## src/rtl/mips_pkg.sv

```systemverilog
// Shared MIPS pipeline types and constants for the memory stage.
package mips_pkg;

   localparam int XLEN   = 32;
   localparam int REG_AW = 5;

   localparam logic [1:0] PC_SEQ = 2'b00;
   localparam logic [1:0] PC_BR  = 2'b01;
   localparam logic [1:0] PC_JMP = 2'b10;

   typedef enum logic {
      IDLE   = 1'b0,
      ACCESS = 1'b1
   } state_t;

   // Control and datapath fields of MEM/WB that load together.
   typedef struct packed {
      logic              valid;
      logic              reg_write;
      logic              mem_to_reg;
      logic [XLEN-1:0]   alu;
      logic [REG_AW-1:0] mux;
   } wb_ctl_t;

endpackage

```

## src/rtl/mem_wb_reg.sv

```systemverilog
// MEM/WB pipeline register. Control/ALU fields and the load-data field have
// separate load enables so stores and aborts leave readdata untouched.
module mem_wb_reg
   import mips_pkg::*;
(
   input  logic            clk,
   input  logic            rst_n,
   input  logic            ld,
   input  wb_ctl_t         d,
   input  logic            rd_ld,
   input  logic [XLEN-1:0] rd_d,
   output wb_ctl_t         q,
   output logic [XLEN-1:0] rd_q
);

   always_ff @(posedge clk or negedge rst_n) begin
      if (!rst_n) begin
         q    <= '0;
         rd_q <= '0;
      end else begin
         if (ld)    q    <= d;
         if (rd_ld) rd_q <= rd_d;
      end
   end

endmodule

```

## src/rtl/mem_stage.sv

```systemverilog
// MIPS memory-access stage: PC redirection, req/ack data-memory access with
// timeout abort, and the MEM/WB register. Optional macro: MEM_ALIGN_CHECK_EN.
module mem_stage
   import mips_pkg::*;
#(
   parameter int TIMEOUT_CYCLES = 16,
   parameter int CNT_W          = 5
)(
   input  logic              clk,
   input  logic              rst_n,
   input  logic              ex_valid,
   input  logic              branch,
   input  logic              jump,
   input  logic              MemRead,
   input  logic              MemWrite,
   input  logic              RegWrite,
   input  logic              MemtoReg,
   input  logic [XLEN-1:0]   adder,
   input  logic [1:0]        aluzero,
   input  logic [XLEN-1:0]   alu,
   input  logic [XLEN-1:0]   readdata2,
   input  logic [REG_AW-1:0] mux,
   output logic [1:0]        pc_sel,
   output logic [XLEN-1:0]   pc_target,
   output logic              flush,
   output logic              mem_stall,
   output logic              dmem_req,
   output logic              dmem_we,
   output logic [XLEN-1:0]   dmem_addr,
   output logic [XLEN-1:0]   dmem_wdata,
   input  logic [XLEN-1:0]   dmem_rdata,
   input  logic              dmem_ack,
   output logic              bus_err,
   output logic              wb_valid,
   output logic              RegWrite_wb,
   output logic              MemtoReg_wb,
   output logic [XLEN-1:0]   readdata_wb,
   output logic [XLEN-1:0]   alu_wb,
   output logic [REG_AW-1:0] mux_wb,
   output state_t            state_dbg
);

   localparam logic [CNT_W-1:0] CNT_LAST = CNT_W'(TIMEOUT_CYCLES - 1);

   state_t          state_q, state_d;
   logic [CNT_W-1:0] cnt_q;
   logic            mem_op, misalign;
   logic            start, finish, cnt_inc, err_set;
   logic            wb_ld, rd_ld;
   wb_ctl_t         wb_d, wb_q;
   logic            unused_az;

   assign unused_az = aluzero[1];

   always_comb begin
      pc_sel = PC_SEQ;
      if (ex_valid && jump)
         pc_sel = PC_JMP;
      else if (ex_valid && branch && aluzero[0])
         pc_sel = PC_BR;
   end

   assign pc_target = adder;
   assign flush     = (pc_sel != PC_SEQ);

   assign mem_op = ex_valid & (MemRead | MemWrite);

`ifdef MEM_ALIGN_CHECK_EN
   assign misalign = (alu[1:0] != 2'b00);
`else
   logic unused_lo;
   assign misalign  = 1'b0;
   assign unused_lo = ^alu[1:0];
`endif

   always_ff @(posedge clk or negedge rst_n) begin
      if (!rst_n) state_q <= IDLE;
      else        state_q <= state_d;
   end

   always_comb begin
      state_d = state_q;
      case (state_q)
         IDLE:    if (mem_op && !misalign) state_d = ACCESS;
         ACCESS:  if (dmem_ack || cnt_q == CNT_LAST) state_d = IDLE;
         default: state_d = IDLE;
      endcase
   end

   // Bus handshake: dmem_req rises with addr/we/wdata valid and holds them
   // until the single-cycle dmem_ack (or the timeout abort); ack in IDLE is ignored.
   always_comb begin
      mem_stall = 1'b0;
      start     = 1'b0;
      finish    = 1'b0;
      cnt_inc   = 1'b0;
      err_set   = 1'b0;
      wb_ld     = 1'b0;
      rd_ld     = 1'b0;
      wb_d      = '{valid:      ex_valid,
                    reg_write:  RegWrite & ex_valid,
                    mem_to_reg: MemtoReg,
                    alu:        alu,
                    mux:        mux};
      case (state_q)
         IDLE: begin
            wb_ld = 1'b1;
            if (mem_op) begin
               wb_d.reg_write = 1'b0;
               if (misalign) begin
                  wb_d.valid = 1'b1;
                  err_set    = 1'b1;
               end else begin
                  wb_d.valid = 1'b0;
                  mem_stall  = 1'b1;
                  start      = 1'b1;
               end
            end
         end
         ACCESS: begin
            if (dmem_ack) begin
               wb_ld          = 1'b1;
               wb_d.valid     = 1'b1;
               wb_d.reg_write = RegWrite;
               rd_ld          = ~dmem_we;
               finish         = 1'b1;
            end else if (cnt_q == CNT_LAST) begin
               wb_ld          = 1'b1;
               wb_d.valid     = 1'b1;
               wb_d.reg_write = 1'b0;
               err_set        = 1'b1;
               finish         = 1'b1;
            end else begin
               mem_stall = 1'b1;
               cnt_inc   = 1'b1;
            end
         end
         default: ;
      endcase
   end

   always_ff @(posedge clk or negedge rst_n) begin
      if (!rst_n) begin
         dmem_req   <= 1'b0;
         dmem_we    <= 1'b0;
         dmem_addr  <= '0;
         dmem_wdata <= '0;
         bus_err    <= 1'b0;
      end else begin
         bus_err <= err_set;
         if (start) begin
            dmem_req   <= 1'b1;
            dmem_we    <= MemWrite;
            dmem_addr  <= {alu[XLEN-1:2], 2'b00};
            dmem_wdata <= readdata2;
         end else if (finish) begin
            dmem_req <= 1'b0;
         end
      end
   end

   always_ff @(posedge clk or negedge rst_n) begin
      if (!rst_n)       cnt_q <= '0;
      else if (start)   cnt_q <= '0;
      else if (cnt_inc) cnt_q <= cnt_q + 1'b1;
   end

   mem_wb_reg u_mem_wb_reg (
      .clk   (clk),
      .rst_n (rst_n),
      .ld    (wb_ld),
      .d     (wb_d),
      .rd_ld (rd_ld),
      .rd_d  (dmem_rdata),
      .q     (wb_q),
      .rd_q  (readdata_wb)
   );

   assign wb_valid    = wb_q.valid;
   assign RegWrite_wb = wb_q.reg_write;
   assign MemtoReg_wb = wb_q.mem_to_reg;
   assign alu_wb      = wb_q.alu;
   assign mux_wb      = wb_q.mux;
   assign state_dbg   = state_q;

endmodule

```

## config.mk

```make
export PLATFORM = sky130hd
export DESIGN_NAME = mem_stage
export DESIGN_NICKNAME = d
export VERILOG_FILES = /design/src/rtl/mips_pkg.sv /design/src/rtl/mem_wb_reg.sv /design/src/rtl/mem_stage.sv
export SDC_FILE = /design/constraint.sdc
export NUM_CORES = 1
export LEC_CHECK = 0
export CAP_MARGIN = 20
export CORE_UTILIZATION = 25
export DETAILED_ROUTE_END_ITERATION = 16
export PLACE_DENSITY_LB_ADDON = 0.15
export SYNTH_ARGS = -nofsm -noshare
export SYNTH_HDL_FRONTEND = slang
export SYNTH_SLANG_ARGS = --single-unit
```

## constraint.sdc

```tcl
create_clock -name clk -period 2.5 [get_ports clk]
set_input_delay 0.5 -clock clk [delete_from_list [all_inputs] [get_ports clk]]
set_output_delay 0.5 -clock clk [all_outputs]
set_load 0.05 [all_outputs]
```

==> reports/metrics.yaml, run 1 <==
status:
  status: "finished clean"
detailed_routing:
  vias: 3741
  route.met2.wl_um: 7160
  routedWlPerCell_um: 16.0
  drtIter0Drc: 109
  top_layer: "met4"
  ant_nets: 0
  dr.pass1.iters: 4
  drc_errors: 0
  wirelength_um: 14800
  route.met3.wl_um: 1450
  post_drt_via_cell_ratio: 4.04
  routedLengthMet1_um: 5910
synth:
  avgSynthCellArea_um2: 16.0
  synthesis.area_mm2: 0.00583
  synth_edf_count: 0
  synth_area_leaders: "dfrtp_1, mux2_2, buf_4, mux2_4, mux2_1"
  ys_warn_count: 0
  ys.flop_type: "dfrtp_1"
  yosys.area.top_type: "dfrtp_1"
  async_flop_share_pct: 100
  synthDistinctLibCells: 33
  post-synth-top-count-cell: "dfrtp_1"
  ys_ff_latch: 143
  synth_top_area_share_pct: 61.4
  synth_commonest_cells: "dfrtp_1, mux2_2, buf_4"
  syn_inst: 365
  ys_seq_area_share_pct: 61.4
placement:
  dp_cells: 892
  port-buffer-count: 253
  placed_cell_area_mm2: 0.00853
  gp_congestion: 0.658
  dp_hpwl_um: 10400
timing:
  rsz0062_at_grt: "false"
  relSlewSlack_pct: 61.8
  drv_slew: 0
  tightest_slew_ps: 572
  fin_tns_setup_ps: 0
  period_minus_slack_ps: 2420
  fmax_mhz: 414
  skew_ps: 8.12
  finalSetupViolCount: 0
  finalHoldViolations: 0
  layout_worst_path_cycle_share_pct: 96.7
clock_network:
  cts_tree: "built"
  path_clk_slew_ps: 60
  cts_buffers: 17
  clockBufferDepth: 2
  clockRootBuffer: "clkbuf_16"
  cts.sinks: 143
  clk_latency_ps: 420
  cts_max_level: 4
die:
  core_region_area_mm2: 0.0228
  start_util_pct: 25.6
  ios: 321
  rows: 55
  die_w_um: 155
  die_h_um: 155
  dieArea_mm2: 0.0239
final_layout:
  fin_nets: 748
  finish.instance_area_mm2: 0.00916
  finalNonFillerCells: 925
  syn_to_final_growth_pct: 57.0
  drive_above_1_share_pct: 29.4
  antenna_cells: 0
  fill_cells: 2149
global_routing:
  grt-ovfl-total: 0
  grt_pass1_wl_um: 23500
  grt_max_degree: 68
  grt_pass1_vias: 4296
  track_usage_pct: 12.9
  antenna_found_initial: 0
setup_path:
  critPathBufInv: 1
  critPathRequiredTime_ps: 2000
  ff2ff_setup_slack_ps: 400
  cp_top_family: "simple AND/OR/NAND/NOR gates"
  crit_path_start_kind: "register"
  critPathMaxStageDelay_ps: 390
  path_cells: "ha_1, and3_1, ha_2, nor3b_2, or2_4, buf_12"
  critPathCaptureType: "output pin"
  crit_type: "reg2out"
  slowest_stage: "dfrtp_1"
  cp.arrival_ps: 1920
  critPathMaxFanout: 3
power:
  vdd_drop_max_mv: 0.448
  leakage_uw: 0.00378
  cellPowerDensity_mw_per_mm2: 1110
hold_path:
  hold_class: "reg2reg"
job:
  drv_cap: 0
per-stage QoR:
step	power (µW)	util (%)	setup slack [ps]	hold slack, ps
3_3_place_gp	7560	37.5	241	426
6_report	10100	40.2	82.1	467
3_5_place_dp	7620	37.5	240	436
2_1_floorplan	6120	-	301	204
5_1_grt	10600	40.2	15.0	500
4_1_cts	10300	40.2	3.02	472
metal layers:
metal | up-vias | global-route usage (%)
met4 | 0 | 4.67
met3 | 26 | 6.30
met5 | - | 0
li1 | 1704 | -
met2 | 171 | 21.4
met1 | 1840 | 14.2
path summary, 6_finish.rpt:
kind,startpoint,end,cells past startpoint
worst min register to register,cnt_q[3]$_DFFE_PN0P_,cnt_q[3]$_DFFE_PN0P_,1
worst max register to register,cnt_q[0]$_DFFE_PN0P_,u_mem_wb_reg.q[32]$_DFFE_PN0P_,6
worst min-delay path,cnt_q[3]$_DFFE_PN0P_,cnt_q[3]$_DFFE_PN0P_,1
max in group asynchronous,rst_n,dmem_wdata[21]$_DFFE_PN0P_,3
worst max-delay path,cnt_q[0]$_DFFE_PN0P_,mem_stall,6
min in group asynchronous,rst_n,u_mem_wb_reg.q[13]$_DFFE_PN0P_,2
flip-flops by register name, indices dropped and copies added (netlist names):
name and count:
u_mem_wb_reg.rd_q 32, dmem_wdata 32, u_mem_wb_reg.q 40, dmem_addr 30
dmem_req 1, bus_err 1, cnt_q 5, state_dbg 1
dmem_we 1
worst register-to-register path, cell delays in order, from the launching register on:
cell,delay (ps)
dfrtp_1,390
ha_1,220
and3_1,210
ha_1,240
nor3b_4,250
buf_12,280
mux2_2,390
what timing repair did:
item / in CTS / in global routing
pin swaps: 0 / 2
hold buffers: 1 / 0
endpoints found under the setup margin: 1 / 1
gates resized for setup: 1 / 1
setup buffers: 1 / 0
endpoints found under the hold margin: 25 / 0
kinds of logic (layout without fill, tap and decap cells):
group           after synthesis  in the layout  share of synthesized area, %
buf+inv                      51            297                          6.84
simple gates                 22             22                          3.00
other cells                   1              2                        0.0643
mux                         135            135                          26.9
flops                       143            143                          61.4
xor+xnor                      2              2                         0.300
compound gates                8              8                         0.858
fa+ha+maj                     3              3                         0.644
power by group:
group,internal [µW],total [µW],switching (µW)
clock,1600,2600,1000
combinational,1650,4350,2700
sequential,2900,3200,299
area by class of cell:
class                           instances  area, µm²  area share [%]
Clock inverter                         12        159            1.74
Inverter                                2       7.51          0.0820
Timing Repair Buffer                  264       2710            29.6
Tap cell                              313        392            4.28
Multi-Input combinational cell        172       1870            20.4
Clock buffer                           19        443            4.84
Sequential cell                       143       3580            39.1
layout by cell type, fill, tap and decap left out, types with 3 or more instances in the layout:
cell	synthesis	layout
dfrtp_1	143	143
mux2_2	113	113
buf_12	1	8
nor2_1	4	4
mux2_4	14	14
clkinv_4	0	3
clkbuf_16	0	17
bufinv_16	0	3
buf_4	45	6
clkdlybuf4s50_1	0	248
a21oi_1	3	3
mux2_1	6	6
Note: power is estimated with default switching activity, not from simulation.
==> inputs of run 2 (changes only) <==
- ABC_AREA: not set -> 1
==> reports/metrics.yaml, run 2 <==
hold_path:
  whs_endpoint: "dmem_addr[2]$_DFFE_PN0P_"
  hold_start: "dmem_addr[2]$_DFFE_PN0P_"
  hold_class: "reg2reg"
  min_path_cells: 2  # +1
die:
  core_region_area_mm2: 0.0228  # unchanged
  rows: 55  # unchanged
  dieArea_mm2: 0.0240  # about the same
  die_h_um: 155  # about the same
  die_w_um: 155  # about the same
  ios: 321  # unchanged
  start_util_pct: 25.6  # about the same
detailed_routing:
  vias: 4963  # +33%
  ant_nets: 0  # unchanged
  wirelength_um: 17600  # +19%
  dr.pass1.iters: 4  # unchanged
  drc_errors: 0  # unchanged
  post_drt_via_cell_ratio: 4.08  # +0.83%
  drtIter0Drc: 149  # +37%
  routedWlPerCell_um: 14.4  # -9.7%
power:
  switchingPower_uw: 4040  # +1.0%
  seqPwrFrac_pct: 32.4  # +0.9 points
  power.internal_uw: 5640  # -8.2%
  cellPowerDensity_mw_per_mm2: 1060  # -4.7%
  leakage_uw: 0.00445  # +18%
  power.share.combinational_pct: 40.8  # -2.1 points
  swShare_pct: 41.7  # +2.3 points
  clockPowerShare_pct: 26.8  # +1.2 points
  vdd_drop_max_mv: 0.387  # -14%
timing:
  relSlewSlack_pct: 53.4  # -8.4 points
  tightest_slew_ps: 698  # +126 ps
  rsz0062_at_grt: "false"
  fmax_mhz: 424  # +2.6%
  finalHoldViolations: 0  # unchanged
  skew_ps: 9.24  # +1.12 ps
  fin_tns_setup_ps: 0  # unchanged
  drv_slew: 0  # unchanged
  finalSetupViolCount: 0  # unchanged
  period_minus_slack_ps: 2360  # -61.5 ps
  layout_worst_path_cycle_share_pct: 94.3  # -2.5 points
synth:
  ys_warn_count: 0  # unchanged
  yosys.area_share.simple_pct: 29.7  # +27 points
  synth_commonest_cells: "nand2_1, dfrtp_1, nand3_1"
  async_flop_share_pct: 100  # unchanged
  ys.flop_type: "dfrtp_1"
  synth_xor_area_share_pct: 0.300  # about the same
  synth_edf_count: 0  # unchanged
  ys_seq_area_share_pct: 61.3  # about the same
  synth_area_leaders: "dfrtp_1, nand2_1, buf_4, nand3_1, buf_2"
  synth_top_family_by_area: "simple AND/OR/NAND/NOR gates"
  yosys.area.top_type: "dfrtp_1"
  post-synth-top-count-cell: "nand2_1"
  avgSynthCellArea_um2: 8.73  # -45%
  ys_ff_latch: 143  # unchanged
  synth_top_area_share_pct: 61.3  # about the same
  synthDistinctLibCells: 20  # -39%
  synthesis.area_mm2: 0.00583  # about the same
  syn_inst: 668  # +83%
  synthMuxAreaShare_pct: 0  # -27 points
  yosys.area_share.adder_pct: 0.643  # about the same
  synth_compound_area_share_pct: 0.386  # -0.47 points
final_layout:
  final_common_cell: "nand2_1"
  finalNonFillerCells: 1217  # +32%
  drive_above_1_share_pct: 6.42  # -23 points
  largest_reg_flops: 40  # unchanged
  antenna_cells: 0  # unchanged
  top_regs: "u_mem_wb_reg.q: 40 flops, dmem_wdata: 32 flops, u_mem_wb_reg.rd_q: 32 flops"
  mostFrequentLayoutCells: "nand2_1, clkdlybuf4s50_1, dfrtp_1"
  final_util_pct: 40.2  # +0.044 points
  top_register: "u_mem_wb_reg.q"
  syn_to_final_growth_pct: 57.1  # about the same
  fin_nets: 1040  # +39%
clock_network:
  clockBufferDepth: 2  # unchanged
  cts.sinks: 143  # unchanged
  cts_setup_buffers: 0  # -1
  clockRootBuffer: "clkbuf_16"
  clk_latency_ps: 420  # about the same
  cts_max_level: 4  # unchanged
  cts_buffers: 17  # unchanged
  path_clk_slew_ps: 60  # about the same
  cts_tree: "built"
global_routing:
  antenna_found_initial: 0  # unchanged
  grt-ovfl-total: 0  # unchanged
  grt_pass1_wl_um: 27700  # +18%
  track_usage_pct: 15.0  # +2.1 points
  grt_max_degree: 68  # unchanged
  grt_pass1_vias: 4887  # +14%
setup_path:
  crit_path_start_kind: "register"
  critPathMaxStageDelay_ps: 410  # +20 ps
  slowest_stage: "dfrtp_1"
  critPathMaxFanout: 4  # +1
  cp.arrival_ps: 1860  # -60 ps
  rr_startpoint: "cnt_q[0]$_DFFE_PN0P_"
  worstRegToRegCells: 9  # +3
  ff2ff_setup_slack_ps: 510  # +110 ps
  path_cells: "ha_1, nand2_1, nor2_1, ha_1, nor2_1, nand2_2, nand2_2, buf_12"
  critPathCaptureType: "output pin"
  r2r_end: "u_mem_wb_reg.q[38]$_DFFE_PN0P_"
  crit_type: "reg2out"
  critPathRequiredTime_ps: 2000  # about the same
placement:
  port-buffer-count: 253  # unchanged
  gp_congestion: 0.711  # +8.0%
  dp_hpwl_um: 12000  # +16%
  dp_cells: 1185  # +33%
job:
  drv_cap: 0  # unchanged
status:
  status: "finished clean"
==> run 2: cell count changes after synthesis, moves of 3 or more <==
cell / previous run / this run
buf_4: 45 / 35
a21oi_1: 3 / 0
nor2_1: 4 / 9
mux2_2: 113 / 0
mux2_4: 14 / 0
mux2_1: 6 / 0
nand3_1: 1 / 38
nand2_1: 2 / 388
buf_2: 0 / 24
inv_1: 2 / 8
clkbuf_1: 0 / 5
buf_6: 3 / 0
==> run 2: what timing repair did <==
action	4_1_cts	5_1_grt
hold buffers	0	1
endpoints found under the setup margin	0	1
resized for setup	0	2
endpoints found under the hold margin	0	1
==> run 2: through the flow <==
step / total power, µW / instance area (µm²) / worst slack [ps] / hold WS (ps)
after global routing: 10200 / 9170 / 3.52 / 483
after detailed placement: 7170 / 8560 / 285 / 457
after CTS: 9820 / 9150 / 33.2 / 0.562
after floorplan: 5730 / 5840 / 494 / 204
after global placement: 7160 / 8560 / 300 / 453
final: 9680 / 9170 / 144 / 469
==> run 2: power groups by stage <==
stage / clock network (µW) / logic [µW] / registers, µW
after floorplan: 0 / 743 / 4990
after global placement: 0 / 4000 / 3160
after detailed placement: 0 / 4000 / 3170
after CTS: 2670 / 4000 / 3140
after global routing: 2760 / 4180 / 3210
final: 2590 / 3960 / 3140
==> run 2: kinds of logic (layout without fill, tap and decap cells) <==
kind of cell,after synthesis,count (layout)
other cells,1,2
xor+xnor,2,2
buf+inv,74,309
compound gates,4,4
flops,143,143
fa+ha+maj,3,3
simple gates,441,441
==> run 2: worst max-delay path: cells and delay by family (launching register included) <==
kind / cells / cell delay [ps]
fa+ha+maj: 2 / 420
flops: 1 / 410
buf+inv: 1 / 140
simple gates: 5 / 470
==> run 2: cell type report <==
type                    instances  area [µm²]
fillers                      2302       13600
flip-flops and latches        143        3580
repair buffers                268        2740
inverters                      10        37.5
clock inverters                13         154
multi-input cells             452        1830
clock buffers                  18         439
well taps                     313         392
==> run 2: metal layers <==
layer / vias up / part of all wire (%) / GRT usage [%]
met5: - / 0 / 0
met4: 0 / 1.9 / 6.03
met3: 36 / 8.7 / 5.46
met2: 181 / 46 / 23.7
met1: 2287 / 44 / 18.6
li1: 2459 / - / -
==> run 2: worst max path at each step <==
stage	startpoint	endpoint	slack, ps
floorplan	cnt_q[0]$_DFFE_PN0P_	mem_stall	490
global placement	MemWrite	mem_stall	300
detailed placement	MemWrite	mem_stall	290
CTS	cnt_q[0]$_DFFE_PN0P_	mem_stall	30
global route	cnt_q[0]$_DFFE_PN0P_	mem_stall	4
finish	cnt_q[0]$_DFFE_PN0P_	mem_stall	140
